**src/rtl/muldiv_seq.sv**
```systemverilog
// RV32M multiply/divide sequencer for the EX stage: registered multiplier plus
// radix-2 restoring divider. It stalls the pipeline while busy and pulses Done for one cycle.
module muldiv_seq #(
  parameter int unsigned XLEN    = 32,
  parameter int unsigned MUL_LAT = 2
) (
  input  logic            clk,
  input  logic            reset_n,
  input  logic            StartE,
  input  logic            FlushE,
  input  logic [2:0]      funct3E,
  input  logic [XLEN-1:0] SrcAE,
  input  logic [XLEN-1:0] SrcBE,
  output logic            MDBusyE,
  output logic            MDDoneE,
  output logic [XLEN-1:0] MDResultE
);

  localparam int unsigned CNT_MAX = (XLEN > MUL_LAT) ? XLEN : MUL_LAT;
  localparam int unsigned CNT_W   = $clog2(CNT_MAX + 1);
  localparam logic [XLEN-1:0] MIN_NEG = {1'b1, {(XLEN-1){1'b0}}};

  typedef enum logic [1:0] {IDLE = 2'd0, MUL = 2'd1, DIV = 2'd2, DONE = 2'd3} stateT;

  stateT            state, stateNext;
  logic [CNT_W-1:0] counter, counterNext;
  logic [XLEN-1:0]  resultNext;
  logic             loadOps, divStep;

  logic [XLEN-1:0]  opA, opB, quo, rem;
  logic [1:0]       fnReg;
  logic             negQ, negR;

  // Operand qualification at capture time
  logic            startOk, inSigned, aNegIn, bNegIn, bZero, divOvf;
  logic [XLEN-1:0] absA, absB, specialRes;

  assign startOk  = (state == IDLE) & StartE & ~FlushE;
  assign inSigned = ~funct3E[0];
  assign aNegIn   = inSigned & SrcAE[XLEN-1];
  assign bNegIn   = inSigned & SrcBE[XLEN-1];
  assign absA     = aNegIn ? -SrcAE : SrcAE;
  assign absB     = bNegIn ? -SrcBE : SrcBE;
  assign bZero    = (SrcBE == '0);
  assign divOvf   = inSigned & (SrcAE == MIN_NEG) & (SrcBE == '1);

  // Divide-by-zero and signed-overflow results, resolved without iterating
  always_comb begin
    specialRes = SrcAE;
    if (bZero) specialRes = funct3E[1] ? SrcAE : '1;
    else       specialRes = funct3E[1] ? '0 : SrcAE;
  end

  // Multiplier: live operands when finishing straight from IDLE, captured ones otherwise
  logic [1:0]        mulFn;
  logic [XLEN-1:0]   mulA, mulB, mulRes;
  logic              mulSignA, mulSignB;
  logic [2*XLEN-1:0] aWide, bWide, product;

  assign mulFn    = (state == IDLE) ? funct3E[1:0] : fnReg;
  assign mulA     = (state == IDLE) ? SrcAE : opA;
  assign mulB     = (state == IDLE) ? SrcBE : opB;
  assign mulSignA = (mulFn == 2'b01) | (mulFn == 2'b10);
  assign mulSignB = (mulFn == 2'b01);
  assign aWide    = {{XLEN{mulSignA & mulA[XLEN-1]}}, mulA};
  assign bWide    = {{XLEN{mulSignB & mulB[XLEN-1]}}, mulB};
  assign product  = aWide * bWide;
  assign mulRes   = (mulFn == 2'b00) ? product[XLEN-1:0] : product[2*XLEN-1:XLEN];

  // One restoring-division step, with sign fix for the final iteration
  logic [XLEN:0]   remShift;
  logic [XLEN-1:0] remSub, remStep, quoStep, divRes;
  logic            geq;

  assign remShift = {rem, quo[XLEN-1]};
  assign geq      = (remShift >= {1'b0, opB});
  assign remSub   = XLEN'(remShift - {1'b0, opB});
  assign remStep  = geq ? remSub : remShift[XLEN-1:0];
  assign quoStep  = {quo[XLEN-2:0], geq};
  assign divRes   = fnReg[1] ? (negR ? -remStep : remStep)
                             : (negQ ? -quoStep : quoStep);

  // Next-state, counter and result selection
  always_comb begin
    stateNext   = state;
    counterNext = counter;
    resultNext  = MDResultE;
    loadOps     = 1'b0;
    divStep     = 1'b0;
    case (state)
      IDLE: begin
        if (startOk) begin
          loadOps = 1'b1;
          if (!funct3E[2]) begin
            if (MUL_LAT == 1) begin
              stateNext  = DONE;
              resultNext = mulRes;
            end else begin
              stateNext   = MUL;
              counterNext = CNT_W'(MUL_LAT - 1);
            end
          end else if (bZero || divOvf) begin
            stateNext  = DONE;
            resultNext = specialRes;
          end else begin
            stateNext   = DIV;
            counterNext = CNT_W'(XLEN);
          end
        end
      end
      MUL: begin
        counterNext = counter - 1'b1;
        if (counterNext == '0) begin
          stateNext  = DONE;
          resultNext = mulRes;
        end
      end
      DIV: begin
        divStep     = 1'b1;
        counterNext = counter - 1'b1;
        if (counterNext == '0) begin
          stateNext  = DONE;
          resultNext = divRes;
        end
      end
      DONE:    stateNext = IDLE;
      default: stateNext = IDLE;
    endcase
    if (FlushE) begin
      stateNext   = IDLE;
      counterNext = '0;
      resultNext  = MDResultE;
      loadOps     = 1'b0;
      divStep     = 1'b0;
    end
  end

  // State, counter and result registers
  always_ff @(posedge clk or negedge reset_n) begin
    if (!reset_n) begin
      state     <= IDLE;
      counter   <= '0;
      MDResultE <= '0;
    end else begin
      state     <= stateNext;
      counter   <= counterNext;
      MDResultE <= resultNext;
    end
  end

  // Operand capture and divider working registers
  always_ff @(posedge clk or negedge reset_n) begin
    if (!reset_n) begin
      opA   <= '0;
      opB   <= '0;
      quo   <= '0;
      rem   <= '0;
      fnReg <= '0;
      negQ  <= 1'b0;
      negR  <= 1'b0;
    end else if (loadOps) begin
      opA   <= SrcAE;
      opB   <= funct3E[2] ? absB : SrcBE;
      quo   <= absA;
      rem   <= '0;
      fnReg <= funct3E[1:0];
      negQ  <= aNegIn ^ bNegIn;
      negR  <= aNegIn;
    end else if (divStep) begin
      quo <= quoStep;
      rem <= remStep;
    end
  end

  // Stall while accepting or running; Done only from the DONE state
  assign MDBusyE = reset_n & ~FlushE &
                   (((state == IDLE) & StartE) | (state == MUL) | (state == DIV));
  assign MDDoneE = (state == DONE) & ~FlushE;

endmodule

```
**config.mk**
```make
export PLATFORM = sky130hd
export DESIGN_NAME = muldiv_seq
export DESIGN_NICKNAME = d
export VERILOG_FILES = /design/src/rtl/muldiv_seq.sv
export SDC_FILE = /design/constraint.sdc
export NUM_CORES = 2
export LEC_CHECK = 0
export ABC_AREA = 0
export CAP_MARGIN = 15
export CORE_MARGIN = 1.5
export CORE_UTILIZATION = 45
export DETAILED_ROUTE_END_ITERATION = 8
export PLACE_DENSITY = 0.63
export REMOVE_ABC_BUFFERS = 1
export SETUP_SLACK_MARGIN = 0.4
export SLEW_MARGIN = 40
export SYNTH_ARGS = -nofsm -noshare
export SYNTH_HDL_FRONTEND = slang
export SYNTH_SLANG_ARGS = --single-unit
```
**constraint.sdc**
```tcl
create_clock -name clk -period 13.2 [get_ports clk]
set_clock_uncertainty 0.1 [all_clocks]
set_input_delay 1.98 -clock clk [delete_from_list [all_inputs] [get_ports clk]]
set_output_delay 1.98 -clock clk [all_outputs]
set_load 0.05 [all_outputs]
```
==> reports/qor.yml <==
finalSetupTns_ns: 0
postRouteAntennaNets: 0
crit_top_cell: "fa_1"
cts_made_buffers: 17
initial_utilization_pct: 45.26
gr-total-overflow: 0
synthCells: 6204
postCtsResizedCells: 0
hold_violations: 0
hold_ws_ns: 0.3853
die-height_um: 344.4
drv_cap: 0
cp-startpoint: "funct3E[0]"
drive_gt1_share_pct: 5.439
place.gp.congestion: 1.055
synth_edf_count: 0
fmax_mhz: 82.31
n_fill_cell: 11150
layout_min_cycle_time_ns: 12.15
hold_class: "register to register"
slowest_delay_ns: 0.96
grtUsageTotal_pct: 35.13
clk_latency_ns: 0.48
wl_per_cell_um: 26.64
ys_types: 101
hold_depth: 2
reg2reg_depth: 33
status: "finished clean"
nets: 7621
grt_start_max_net_pins: 100
grt_pass1_wl_um: 302200
vias_per_cell: 5.799
relSlewSlack_pct: 38.27
drt_iter0_markers: 4555
cts_tree: "yes"
cpMaxStageDelayCell: "fa_1"
drcViolationCount: 0
synth_area_leaders: "fa_1 (43%), inv_1 (9.0%), nand2_1 (8.2%), dfrtp_1 (8.2%), ha_1 (6.2%)"
die_area_mm2: 0.1186
critPathLaunchType: "primary input"
place_hpwl_um: 164700
clock-sinks: 172
setup_violations: 0
core_mm2: 0.1159
cts_setup_buffers: 0
synth_top_area_cell: "fa_1"
die_w_um: 344.4
syn_avg_cell_area_um2: 8.455
synth_top_flop_cell: "dfrtp_1"
synth.cell_area_mm2: 0.05246
rsz0062_at_grt: "no"
yosys_register_bits: 172
worst_slew_pin_slew_ns: 0.9193
grt_pass1_vias: 46080
ys_warn_count: 0
numPortBuffers: 104
areaGrowthSynthToFinish_pct: 7.532
hold_start: "opB[2]"
fin_crit_sh_pct: 92.03
rows: 125
clk_path_buf_depth: 2
reg2reg_from: "state[0]"
wl_um: 205300
vias: 44700
crit_path_end_kind: "register"
synth_top_area_share_pct: 42.97
root_buffer: "clkbuf_16"
crit_arrival_ns: 12.41
antenna_found_initial: 14
reg2reg_slack_ns: 1.53
io_pins: 105
hold_buffers: 0
crit_type: "primary input to register"
cts.reportedPaths.clkPinSlew_ns: 0.08
ys_async_sr_fraction_pct: 100.0
maxSlewViolCount: 0
first_pass_iters: 9
critPathRequiredTime_ns: 13.46
htreeDepth: 4
ys_seq_area_share_pct: 8.205
crit_fanout: 18
worst paths after layout:
path | endpoint
max in group asynchronous | negR
min in group asynchronous | rem[13]
worst max register to register | MDResultE[28]
worst min-delay path | opB[2]
worst max-delay path | MDResultE[28]
worst min register to register | opB[2]
metal layers:
metal | track usage (%) | vias up | share of wire [%]
met2 | 51.86 | 2558 | 43
met1 | 46.35 | 22750 | 39
li1 | - | 18850 | -
met4 | 19.22 | 14 | 6.4
met5 | 0 | - | 0.047
met3 | 10.33 | 535 | 12
flip-flops by register name (all words and copies together), names as in the netlist:
signal     count
opB           32
counter        6
negQ           1
negR           1
opA           32
quo           32
fnReg          2
state          2
MDResultE     32
rem           32
placed cells by master (no fill, tap or decap), types with 17 or more instances in the layout:
| cell | n |
|---|---|
| mux2_2 | 28 |
| clkdlybuf4s50_1 | 103 |
| o21ai_0 | 149 |
| nand4_1 | 22 |
| buf_4 | 161 |
| maj3_1 | 29 |
| nor2b_1 | 18 |
| nand3_1 | 33 |
| inv_1 | 1262 |
| fa_1 | 1125 |
| a31oi_1 | 57 |
| nand2b_1 | 28 |
| mux2i_2 | 21 |
| clkbuf_16 | 17 |
| mux2i_1 | 42 |
| o21ai_1 | 23 |
| a221oi_1 | 17 |
| o31ai_1 | 34 |
| nand2_1 | 1147 |
| a21o_1 | 41 |
| a211oi_1 | 52 |
| o211ai_1 | 19 |
| xor2_1 | 81 |
| or3_1 | 21 |
| nor2_1 | 496 |
| o21a_1 | 32 |
| and2_1 | 48 |
| dfrtp_1 | 170 |
| nor3_1 | 41 |
| ha_1 | 257 |
| a21oi_1 | 177 |
| xnor2_1 | 126 |
cells in the mapped netlist (all sizes together), types with 12 or more instances:
library cell	count
inv	1263
nand2	1147
fa	1126
nor2	499
clkbuf	274
ha	259
o21ai	200
a21oi	177
dfrtp	172
xnor2	126
xor2	81
mux2i	65
a31oi	57
buf	55
a211oi	54
and2	52
a21o	42
nor3	41
nand3	35
o21a	35
o31ai	35
mux2	34
maj3	29
nand2b	28
nand4	24
or3	22
a221oi	20
nor2b	20
o211ai	19
nor4	17
and3	15
o21bai	15
or4	14
o41ai	12
metrics by stage:
stage	worst slack (ns)	instance area (µm²)	std cells	utilization (%)
2_1_floorplan	1.995	51160	5875	-
3_3_place_gp	1.067	55640	7668	48.01
3_5_place_dp	0.8452	55750	7669	48.10
4_1_cts	1.306	56350	7701	48.62
5_1_grt	0.6170	56390	7702	48.66
6_report	1.051	56410	7709	48.67
cell families after synthesis:
group                      Yosys count  share of synthesized area (%)
AOI/OAI and AO/OA                  763                          9.531
xor gates and xnor gates           207                          3.456
adders and majority gates         1414                          49.70
buffers and inverters             1594                          11.53
DFF                                172                          8.205
muxes                               99                          1.970
and+or+nand+nor                   1955                          15.60
layout make-up:
cell class	count	area, µm²	share of cell area (%)
Multi-Input combinational cell	4438	42490	75.33
Inverter	1265	4751	8.422
Sequential cell	172	4307	7.635
Timing Repair Buffer	271	2333	4.137
Tap cell	1524	1907	3.380
Clock buffer	17	425.4	0.7542
Clock inverter	15	176.4	0.3128
Antenna cell	7	17.52	0.03105
worst max-delay path, delay by kind of cell:
kind | cells | cell delay [ns]
mux | 2 | 0.54
fa+ha+maj | 10 | 5.17
compound gates | 7 | 1.34
buf+inv | 9 | 2.17
simple gates | 4 | 1.17
Power is not shown: default switching activity piles up to over one toggle a cycle in this logic, so the estimate is an artifact.
